--- src/rtl/htv_satd_accumulator_pkg.sv ---
// Shared definitions for the SATD accumulator slice.
//   cw(length)       signed coefficient width from ht_vertical
//   psum_w(length)   width of one beat's sum of eight magnitudes
//   sw(length,nblk)  width of the accumulated SATD result
//   phase_t          beat phase / sel encoding (sum half, difference half)
//   nblk_legal(nblk) accepted block counts per result
package htv_satd_accumulator_pkg;

  typedef enum logic {
    PH_SUM = 1'b0,
    PH_DIF = 1'b1
  } phase_t;

  function automatic int unsigned cw(input int unsigned length);
    return length + 5;
  endfunction

  function automatic int unsigned psum_w(input int unsigned length);
    return length + 8;
  endfunction

  function automatic int unsigned sw(input int unsigned length, input int unsigned nblk);
    return length + 9 + $clog2(nblk);
  endfunction

  function automatic bit nblk_legal(input int unsigned nblk);
    return (nblk == 1) || (nblk == 2) || (nblk == 4) || (nblk == 16);
  endfunction

endpackage

--- src/rtl/htv_satd_accumulator_if.sv ---
// Bus between ht_vertical / cost comparator and the SATD accumulator.
//   sel        phase request to ht_vertical (0 sum half, 1 difference half)
//   in_valid / in_ready, htv_0..htv_7   coefficient beat handshake
//   out_valid / out_ready, satd         result handshake
// master: the environment side (producer of beats, consumer of results)
// slave : the accumulator
interface htv_satd_accumulator_if
  import htv_satd_accumulator_pkg::*;
#(
  parameter int unsigned LENGTH = 10,
  parameter int unsigned NBLK   = 1
);
  localparam int unsigned CW = cw(LENGTH);
  localparam int unsigned SW = sw(LENGTH, NBLK);

  logic                 sel;
  logic                 in_valid;
  logic                 in_ready;
  logic signed [CW-1:0] htv_0, htv_1, htv_2, htv_3, htv_4, htv_5, htv_6, htv_7;
  logic                 out_valid;
  logic                 out_ready;
  logic        [SW-1:0] satd;

  modport master (
    input  sel, in_ready, out_valid, satd,
    output in_valid, htv_0, htv_1, htv_2, htv_3, htv_4, htv_5, htv_6, htv_7, out_ready
  );

  modport slave (
    output sel, in_ready, out_valid, satd,
    input  in_valid, htv_0, htv_1, htv_2, htv_3, htv_4, htv_5, htv_6, htv_7, out_ready
  );

endinterface

--- src/rtl/htv_satd_accumulator_abs_sum8.sv ---
// abs_sum8: combinational sum of the magnitudes of eight signed coefficients.
//   x[0..7]  in  CW-bit signed coefficients
//   sum      out LENGTH+8-bit unsigned sum of |x[i]|
// Magnitudes are formed on a one-bit sign extension so the most negative
// coefficient maps to its true positive value. Balanced 3-level adder tree.
module abs_sum8
  import htv_satd_accumulator_pkg::*;
#(
  parameter  int unsigned LENGTH = 10,
  localparam int unsigned CW     = cw(LENGTH),
  localparam int unsigned PW     = psum_w(LENGTH)
) (
  input  logic signed [CW-1:0] x [8],
  output logic        [PW-1:0] sum
);

  logic signed [CW:0]   ext  [8];
  logic        [CW:0]   absv [8];
  logic        [PW-1:0] mag  [8];
  logic        [PW-1:0] l1   [4];
  logic        [PW-1:0] l2   [2];

  always_comb begin
    for (int unsigned i = 0; i < 8; i++) begin
      ext[i]  = {x[i][CW-1], x[i]};
      absv[i] = ext[i][CW] ? $unsigned(-ext[i]) : $unsigned(ext[i]);
      mag[i]  = PW'(absv[i]);
    end
    for (int unsigned j = 0; j < 4; j++) begin
      l1[j] = mag[2*j] + mag[2*j+1];
    end
    for (int unsigned k = 0; k < 2; k++) begin
      l2[k] = l1[2*k] + l1[2*k+1];
    end
    sum = l2[0] + l2[1];
  end

endmodule

--- src/rtl/htv_satd_accumulator.sv ---
// htv_satd_accumulator: consumes ht_vertical output two beats per 4x4 block
// (sel=0 sum half, sel=1 difference half), forms (|sum0|+|sum1|+1)>>1 per
// block and accumulates NBLK blocks into one SATD result.
//   clk, rst  clock and synchronous active-high reset
//   bus       slave side of htv_satd_accumulator_if (sel, beat handshake
//             with htv_0..htv_7, result handshake with satd)
// Pipeline: stage 1 registers the beat's magnitude sum at the accepting
// edge, stage 2 folds it into the block/accumulator registers and loads the
// result on the group's last beat (out_valid two cycles after acceptance).
module htv_satd_accumulator
  import htv_satd_accumulator_pkg::*;
#(
  parameter int unsigned LENGTH = 10,
  parameter int unsigned NBLK   = 1
) (
  input logic clk,
  input logic rst,
  htv_satd_accumulator_if.slave bus
);

  localparam int unsigned CW   = cw(LENGTH);
  localparam int unsigned PW   = psum_w(LENGTH);
  localparam int unsigned SW   = sw(LENGTH, NBLK);
  localparam int unsigned BLKW = (NBLK > 1) ? $clog2(NBLK) : 1;
  localparam logic [BLKW-1:0] BLK_LAST = BLKW'(NBLK - 1);

  if (!nblk_legal(NBLK)) begin : g_bad_nblk
    $error("htv_satd_accumulator: NBLK must be 1, 2, 4 or 16");
  end

  phase_t               phase_q, phase_d;
  logic      [BLKW-1:0] blk_q, blk_d;
  logic                 in_ready;
  logic                 accept;
  logic                 last_beat;
  logic signed [CW-1:0] htv [8];
  logic      [PW-1:0]   p_comb;

  logic                 s1_valid;
  phase_t               s1_phase;
  logic                 s1_last;
  logic                 s1_first;
  logic      [PW-1:0]   s1_p;

  logic      [PW-1:0]   b_q;
  logic      [PW:0]     pair_sum;
  logic      [PW-1:0]   blk_val;
  logic      [SW-1:0]   acc_q, acc_next;
  logic      [SW-1:0]   satd_q;
  logic                 out_valid_q;

  assign htv[0] = bus.htv_0;
  assign htv[1] = bus.htv_1;
  assign htv[2] = bus.htv_2;
  assign htv[3] = bus.htv_3;
  assign htv[4] = bus.htv_4;
  assign htv[5] = bus.htv_5;
  assign htv[6] = bus.htv_6;
  assign htv[7] = bus.htv_7;

  // Only a pending, unaccepted result stalls input; a group is at least two
  // beats, so stage 1 can never hold a last beat while a result is pending.
  assign in_ready  = ~(out_valid_q & ~bus.out_ready);
  assign accept    = bus.in_valid & in_ready;
  assign last_beat = (phase_q == PH_DIF) && (blk_q == BLK_LAST);

  assign bus.sel       = phase_q;
  assign bus.in_ready  = in_ready;
  assign bus.out_valid = out_valid_q;
  assign bus.satd      = satd_q;

  abs_sum8 #(.LENGTH(LENGTH)) u_abs_sum8 (
    .x   (htv),
    .sum (p_comb)
  );

  // Phase / block counter state
  always_ff @(posedge clk) begin
    if (rst) begin
      phase_q <= PH_SUM;
      blk_q   <= '0;
    end else begin
      phase_q <= phase_d;
      blk_q   <= blk_d;
    end
  end

  always_comb begin
    phase_d = phase_q;
    blk_d   = blk_q;
    if (accept) begin
      phase_d = (phase_q == PH_SUM) ? PH_DIF : PH_SUM;
      if (phase_q == PH_DIF) begin
        blk_d = (blk_q == BLK_LAST) ? '0 : blk_q + 1'b1;
      end
    end
  end

  // Stage 1: beat magnitude sum plus its position within the group
  always_ff @(posedge clk) begin
    if (rst) begin
      s1_valid <= 1'b0;
      s1_phase <= PH_SUM;
      s1_last  <= 1'b0;
      s1_first <= 1'b0;
      s1_p     <= '0;
    end else begin
      s1_valid <= accept;
      if (accept) begin
        s1_phase <= phase_q;
        s1_last  <= last_beat;
        s1_first <= (blk_q == '0);
        s1_p     <= p_comb;
      end
    end
  end

  // Stage 2: block rounding and group accumulation
  always_comb begin
    pair_sum = {1'b0, b_q} + {1'b0, s1_p} + (PW+1)'(1);
    blk_val  = PW'(pair_sum >> 1);
    acc_next = (s1_first ? '0 : acc_q) + SW'(blk_val);
  end

  always_ff @(posedge clk) begin
    if (rst) begin
      b_q         <= '0;
      acc_q       <= '0;
      satd_q      <= '0;
      out_valid_q <= 1'b0;
    end else begin
      if (s1_valid) begin
        if (s1_phase == PH_SUM) begin
          b_q <= s1_p;
        end else begin
          acc_q <= acc_next;
        end
      end
      // A completing result wins over a same-cycle consume.
      if (s1_valid && (s1_phase == PH_DIF) && s1_last) begin
        satd_q      <= acc_next;
        out_valid_q <= 1'b1;
      end else if (bus.out_ready) begin
        out_valid_q <= 1'b0;
      end
    end
  end

endmodule

--- src/flat_wrapper.sv ---
// flat-port wrapper written by rule: the top's interface ports become plain ports
module htv_satd_accumulator_flat import htv_satd_accumulator_pkg::*;
#(
  parameter int unsigned LENGTH = 10,
  parameter int unsigned NBLK   = 1
)
  (clk, rst, bus_sel, bus_in_ready, bus_out_valid, bus_satd, bus_in_valid, bus_htv_0, bus_htv_1, bus_htv_2, bus_htv_3, bus_htv_4, bus_htv_5, bus_htv_6, bus_htv_7, bus_out_ready);
  htv_satd_accumulator_if #(.LENGTH(LENGTH), .NBLK(NBLK)) bus_i ();
  input logic clk;
  input logic rst;
  output wire logic [$bits(bus_i.sel)-1:0] bus_sel;
  output wire logic [$bits(bus_i.in_ready)-1:0] bus_in_ready;
  output wire logic [$bits(bus_i.out_valid)-1:0] bus_out_valid;
  output wire logic [$bits(bus_i.satd)-1:0] bus_satd;
  input wire logic [$bits(bus_i.in_valid)-1:0] bus_in_valid;
  input wire logic [$bits(bus_i.htv_0)-1:0] bus_htv_0;
  input wire logic [$bits(bus_i.htv_1)-1:0] bus_htv_1;
  input wire logic [$bits(bus_i.htv_2)-1:0] bus_htv_2;
  input wire logic [$bits(bus_i.htv_3)-1:0] bus_htv_3;
  input wire logic [$bits(bus_i.htv_4)-1:0] bus_htv_4;
  input wire logic [$bits(bus_i.htv_5)-1:0] bus_htv_5;
  input wire logic [$bits(bus_i.htv_6)-1:0] bus_htv_6;
  input wire logic [$bits(bus_i.htv_7)-1:0] bus_htv_7;
  input wire logic [$bits(bus_i.out_ready)-1:0] bus_out_ready;
  assign bus_sel = bus_i.sel;
  assign bus_in_ready = bus_i.in_ready;
  assign bus_out_valid = bus_i.out_valid;
  assign bus_satd = bus_i.satd;
  assign bus_i.in_valid = bus_in_valid;
  assign bus_i.htv_0 = bus_htv_0;
  assign bus_i.htv_1 = bus_htv_1;
  assign bus_i.htv_2 = bus_htv_2;
  assign bus_i.htv_3 = bus_htv_3;
  assign bus_i.htv_4 = bus_htv_4;
  assign bus_i.htv_5 = bus_htv_5;
  assign bus_i.htv_6 = bus_htv_6;
  assign bus_i.htv_7 = bus_htv_7;
  assign bus_i.out_ready = bus_out_ready;
  htv_satd_accumulator #(.LENGTH(LENGTH), .NBLK(NBLK)) u_core (.clk(clk), .rst(rst), .bus(bus_i));
endmodule
--- config.mk ---
export PLATFORM = sky130hd
export DESIGN_NAME = htv_satd_accumulator_flat
export DESIGN_NICKNAME = d
export VERILOG_FILES = /design/src/rtl/htv_satd_accumulator_pkg.sv /design/src/rtl/htv_satd_accumulator_if.sv /design/src/rtl/htv_satd_accumulator_abs_sum8.sv /design/src/rtl/htv_satd_accumulator.sv /design/src/flat_wrapper.sv
export SDC_FILE = /design/constraint.sdc
export NUM_CORES = 1
export LEC_CHECK = 0
export CAP_MARGIN = 0
export CORE_MARGIN = 2
export CORE_UTILIZATION = 55
export DETAILED_ROUTE_END_ITERATION = 7
export PLACE_DENSITY = 0.91
export SLEW_MARGIN = 20
export SYNTH_ARGS = -nofsm -noshare
export SYNTH_HDL_FRONTEND = slang
export SYNTH_SLANG_ARGS = --single-unit
--- constraint.sdc ---
create_clock -name clk -period 12.3 [get_ports clk]
set_clock_uncertainty 0.15 [all_clocks]
set_input_delay 2.46 -clock clk [delete_from_list [all_inputs] [get_ports clk]]
set_output_delay 2.46 -clock clk [all_outputs]
set_load 0.005 [all_outputs]
**Yosys cells after proc, flatten, opt, wreduce, memory -nomap -nowiden**

Cells that the tools add are included.

- Register bits: 81
- Input bits: 124
- Word-level logic and storage cells: 56

- Reductions and logical operators: 7
- Muxes and demuxes: 13
- Bitwise logic cells: 6
- Add/sub/neg operators: 19

Operators by type and width:

| operator | count |
|---|---|
| 16-bit two-way mux | 8 |
| 15-bit negator with 16-bit output | 8 |
| 16-bit by 16-bit adder with 17-bit output | 4 |
| 17-bit by 17-bit adder with 18-bit output | 2 |
| 18-bit by 18-bit adder with 19-bit output | 1 |
| 19-bit by 1-bit adder with 19-bit output, second input constant | 1 |
| 19-bit by 18-bit adder with 19-bit output | 1 |
| 19-bit two-way mux | 1 |
| 18-bit adder | 1 |
| 2-bit AND reduction | 3 |
| 1-bit two-way mux | 4 |
| 1-bit NOT | 4 |
| 1-bit logical AND | 3 |
| 1-bit AND | 2 |
| 2-bit nonzero test | 1 |
| 1-bit adder, second input constant | 1 |

**Logic depth before layout (Yosys ltp)**

- Word-level depth: 5
- Depth in mapped cells: 22
- Depth with buffers taken out: 22

**By module**

A second synthesis with hierarchy kept.

- Cells, all modules: 1270
- Area, all modules: 9781.9 µm²

Modules (own cells, without submodules):

| module | area an instance (µm²) | instances | cells an instance | seq. area each (µm²) |
|---|---|---|---|---|
| abs_sum8 | 5898.2 | 1 | 758 | 0.0 |
| htv_satd_accumulator | 3883.7 | 1 | 512 | 1201.2 |

**Worst setup path before layout**

OpenSTA, ideal clock, no wires.

- Kind: input to register
- Start: in bus_htv_7[2]
- End: reg u_core.s1_p[17]
- Stages on the path: 19
- Slack: 4581 ps
- Arrival time: 7439 ps
- Buffers on the path: 0
- Setup time: 131 ps
- Cells stage by stage: or3_1 -> or3b_1 -> or3_4 -> o31ai_4 -> xnor2_1 -> fa_1 -> fa_1 -> fa_1 -> inv_1 -> fa_1 -> inv_1 -> ha_1 -> a21o_1 -> a21o_1 -> a21oi_1 -> o22ai_1 -> a41oi_1 -> o31a_1 -> o22ai_1

- Longest elaborated chain between the ends: 5

RTL lines:

| element | RTL line | source |
|---|---|---|
| start, declared | flat_wrapper.sv:23 | `input wire logic [$bits(bus_i.htv_7)-1:0] bus_htv_7;` |
| 15-bit negator with 16-bit output | htv_satd_accumulator_abs_sum8.sv:26 | `absv[i] = ext[i][CW] ? $unsigned(-ext[i]) : $unsigned(ext[i]);` |
| 16-bit two-way mux * | htv_satd_accumulator_abs_sum8.sv:26 |  |
| 16-bit by 16-bit adder with 17-bit output * | htv_satd_accumulator_abs_sum8.sv:30 | `l1[j] = mag[2*j] + mag[2*j+1];` |
| 17-bit by 17-bit adder with 18-bit output * | htv_satd_accumulator_abs_sum8.sv:33 | `l2[k] = l1[2*k] + l1[2*k+1];` |
| 18-bit adder * | htv_satd_accumulator_abs_sum8.sv:35 | `sum = l2[0] + l2[1];` |
| end signal, assigned | htv_satd_accumulator.sv:113 | `s1_p <= p_comb;` |
| end, declared | htv_satd_accumulator.sv:43 | `logic [PW-1:0] s1_p;` |

Mark *: on every way between the ends. The rest lies on a longest branch, timed or not.
A chain may end at the register's enable or synchronous reset.

**Worst setup path after layout**

- Start: in bus_htv_7[2]
- End: reg u_core.s1_p[15]

Same word-level chain as after synthesis.

==> results.txt <==
The logs give 8380 ps for the worst endpoint data arrival time and 0 for the number of antenna diodes. The startpoint identified for the worst register-to-register timing path is u_core.s1_p[0]. The logs give 40.5 mm for the first-pass GRT wire length and 146 for the I/O pin count. After clock tree synthesis, the clock-pin slew on the worst setup and hold paths is 60 ps. Switching power share of the total: 0.495. For the final routed database, the setup TNS stands at 0 ps. The tools report the H-tree level count as 3. For the effective utilization at floorplan, the log shows 0.562. The tools report the critical path launch point type as an input port. For the die area, the log shows 0.0173 sq mm. Source of the worst hold timing path: u_core.b_q[15]. After detailed routing, the total wire length is 24.2 mm. For the clock network power share, the log shows 0.102. The number of buffers on the longest clock path is 2, and the area overhead of the layout relative to synthesis is 21.7%.

After floorplanning, the core was sized to cover 0.0159 sq mm. Max capacitance violation total: 0. The tools report the type of destination of the critical path as a flip-flop. Buffers inserted to repair hold after CTS numbered 0. The combinational share of power came out at 0.799. In this design, the stage delay of the slowest critical-path cell is 550 ps. The worst setup path is of the input port to flip-flop kind.

Internal power comes to 1.26 mW. The number of warnings issued by yosys is 0. The clock period minus worst slack was 8320 ps; the static leakage was 4.62 nW. Once detail routing completed, the nets flagged for antenna violations numbered 0. The via count of the first global-routing pass is 8,605, and the tightest slew margin relative to the limit is 0.304. The tools report the setup violation total in the final timing report as 0. Largest delay contributor family on the critical path: adder cells. The run gives 0 as the number of gates resized after cts.

The clock reaches the later pin of the worst-skew pair after 330 ps. Summing every instance area after synthesis gives 0.00893 sq mm. The run gives 0 as the number of max-slew violations in the final report.

The count of final hold-check violations is 0, and the number of port buffers is 145. Sorting the synthesized cells by area gives the leading types as sky130_fd_sc_hd__fa_1 (22%), sky130_fd_sc_hd__dfxtp_1 (13%), sky130_fd_sc_hd__ha_1 (8.5%), sky130_fd_sc_hd__xnor2_1 (8.5%), sky130_fd_sc_hd__nand2_1 (6.9%). The residual DRC count was 0; the number of sinks driven by the clock tree was 60. Synthesis produced 1,113 cells.

The sequential cells in the finished layout cover a total of 0.00120 sq mm. The die is 131 um tall. For hold timing, the worst endpoint is u_core.b_q[15]. The run finished with clean final reports. For this run, the leading register cell type out of synthesis is sky130_fd_sc_hd__dfxtp_1.

Of all cell types, the one taking the most synthesized area is sky130_fd_sc_hd__fa_1. IR analysis of the VDD net gives a maximum drop of 193 uV. The cell seen most often among critical-path stages is sky130_fd_sc_hd__fa_1. For this block, the initial DRC count from the detailed router was 545. The critical path buffer and inverter count is 3. The tightest min-delay check is of the flip-flop to flip-flop type. For this run, the top clock speed supported by timing is 0.120 GHz.

The tools report the reg-to-reg setup timing slack as 8280 ps. The global router's overall resource usage was 0.286; the total setup buffers inserted after CTS was 0. In the final routed layout, each cell accounts on average for 16.5 um. The critical path goes through clkdlybuf4s50_1 > or3_1 > or3b_1 > or3_4 > o31ai_4 > xnor2_1 > fa_1 > fa_1 > fa_1 > inv_1 > fa_1 > inv_1 > ha_1 > a21o_1 > a21o_1 > a21oi_1 > o22ai_1 > o31ai_1 > xor2_1 > o21ai_0. Via density per instance: 5.67. The total net switching power is 1.23 mW. The sequential element share of the synthesized area came out at 0.135. For this run, the detailed router's first-pass iteration total came to 7.

Along the worst path, the maximum fanout reaches 5. The tools report the detailed placer's ending HPWL as 20.2 mm. Setup repair after global routing left no endpoint under its margin. The initialized floorplan defines 46 standard-cell rows. The post-synthesis sequential element count was 60. TritonCTS built the clock tree.

On the critical path, the stage with the largest delay is an instance of sky130_fd_sc_hd__fa_1. The proportion of netlist area held by the largest area contributor is 0.218, and the distinct cell type count of the synthesized netlist is 56. The proportion of synthesized flip-flops having asynchronous set or reset is 0.

The tree is rooted in a sky130_fd_sc_hd__clkbuf_16. The final layout contains 1,527 nets. Across all layers, the routed design uses 8,319 vias.

The sequential cell fraction of total power was 0.100. Die span in x: 131 um. Fill cells in the final layout number 1,269. Counting the buffers created by CTS gives 9. The synthesized design contains 0 enable-type register cells. After layout, the design draws a total of 2.49 mW.

The actual transition at the worst max-transition pin is 1030 ps. The fraction of layout instances using a drive strength above 1 was 0.0216; the mean area per synthesized cell was 8.02 sq um. For this design the ratio of total power to cell area is 229 mW/mm^2. Yosys instantiated no cell more often than sky130_fd_sc_hd__nand2_1. The endpoint identified for the worst register-to-register timing path is u_core.bus.satd[18]. Entering global routing, the biggest net connects 62 pins. The part of the cycle the worst path needs is 0.677.

The congestion estimate from routability-driven global placement came to 0.979. Global routing finished with a remaining overflow of 0. Counting instances in the post-synthesis netlist gives the leading cell types as sky130_fd_sc_hd__nand2_1 (165), sky130_fd_sc_hd__inv_1 (132), sky130_fd_sc_hd__fa_1 (97).

In the final layout, the multi-input gates occupy 0.00713 sq mm. Along the worst hold path, the cell count comes to 2. The worst register-to-register path has a depth of 17.

The tools report the initial antenna violation count as 0. Start point of the critical path: bus_htv_7[2]. For the worst setup path, the data required time is 12,360 ps.
[placed cells by master, fill, tap and decap left out, types with 4 or more instances in the layout]
master / instances
sky130_fd_sc_hd__and3_1: 7
sky130_fd_sc_hd__nand3_1: 15
sky130_fd_sc_hd__a31oi_1: 8
sky130_fd_sc_hd__nor2_1: 41
sky130_fd_sc_hd__or4_1: 9
sky130_fd_sc_hd__a211oi_1: 9
sky130_fd_sc_hd__or3_1: 20
sky130_fd_sc_hd__clkbuf_16: 9
sky130_fd_sc_hd__o21ai_0: 54
sky130_fd_sc_hd__o211ai_1: 4
sky130_fd_sc_hd__o41ai_1: 9
sky130_fd_sc_hd__ha_1: 61
sky130_fd_sc_hd__nand4_1: 6
sky130_fd_sc_hd__dfxtp_1: 60
sky130_fd_sc_hd__o21a_1: 5
sky130_fd_sc_hd__o31ai_1: 30
sky130_fd_sc_hd__nand2b_1: 20
sky130_fd_sc_hd__nand2_1: 165
sky130_fd_sc_hd__a21o_1: 15
sky130_fd_sc_hd__fa_1: 97
sky130_fd_sc_hd__nor4b_1: 9
sky130_fd_sc_hd__inv_1: 132
sky130_fd_sc_hd__nor3_1: 18
sky130_fd_sc_hd__xor2_1: 45
sky130_fd_sc_hd__a21oi_1: 81
sky130_fd_sc_hd__clkdlybuf4s50_1: 144
sky130_fd_sc_hd__conb_1: 8
sky130_fd_sc_hd__xnor2_1: 87
sky130_fd_sc_hd__nor2b_1: 25
[per-layer routing]
| metal | global-route usage | vias up | share of wire |
|---|---|---|---|
| met2 | 0.532 | 323 | 0.51 |
| met4 | 0.100 | 0 | 0.034 |
| met1 | 0.331 | 3922 | 0.39 |
| met3 | 0.0451 | 64 | 0.059 |
| met5 | 0 | - | 0 |
| li1 | - | 4010 | - |
[final cells by class]
cell class,count,share of cell area
Clock buffer,9,0.0207
Multi-Input combinational cell,895,0.657
Clock inverter,7,0.00703
Timing Repair Buffer,147,0.135
Tap cell,216,0.0249
Sequential cell,60,0.111
Inverter,132,0.0456
[sequential cells by signal, summed over array words and instances, names as in the netlist]
signal                count
u_core.b_q               18
u_core.bus.out_valid      1
u_core.bus.satd          19
u_core.bus.sel            1
u_core.s1_first           1
u_core.s1_last            1
u_core.s1_p              18
u_core.s1_valid           1
[through the flow]
stage          area, sq um  hold slack, ps   util  std cells  setup WS [ps]
6_report             10900             308  0.684       1466           3980
5_1_grt              10900             327  0.684       1466           3730
3_3_place_gp         10600             297  0.665       1450           3860
2_1_floorplan         8950             291      -       1119           4580
3_5_place_dp         10600             301  0.665       1450           3660
4_1_cts              10900             310  0.684       1466           3990
[power groups by stage]
stage	registers (mW)	clock network, mW	logic (mW)
finish	0.248	0.253	1.99
global route	0.251	0.265	2.28
CTS	0.248	0.255	1.98
detailed placement	0.251	0	1.94
global placement	0.250	0	1.84
floorplan	0.244	0	1.54
[cells by family (layout without fill, tap and decap cells)]
family	Yosys count	after routing	share of synthesized area
buffers and inverters	164	295	0.0691
AND/OR/NAND/NOR	351	351	0.189
flip-flops	60	60	0.135
XOR/XNOR	132	132	0.130
multiplexers	3	3	0.00336
AO/OA/AOI/OAI	243	243	0.170
adder cells (fa/ha/maj)	158	158	0.303
other	2	8	0.000841
[worst register-to-register path: cells and delay by family (launching register included)]
kind / cells / cell delay [ps]
AOI/OAI and AO/OA: 11 / 2330
adders and majority gates: 2 / 630
DFF: 1 / 330
and+or+nand+nor: 2 / 270
xor gates and xnor gates: 1 / 130
buffers and inverters: 1 / 50
[worst max-delay path by stage]
stage / to / slack [ps] / cells past startpoint
after CTS: u_core.s1_p[15] / 3990 / 20
after global placement: u_core.s1_p[17] / 3860 / 20
after global routing: u_core.s1_p[15] / 3730 / 20
after floorplan: u_core.s1_p[17] / 4580 / 19
final: u_core.s1_p[15] / 3980 / 20
after detailed placement: u_core.s1_p[15] / 3660 / 20
Power figures use the tool's default switching activity.
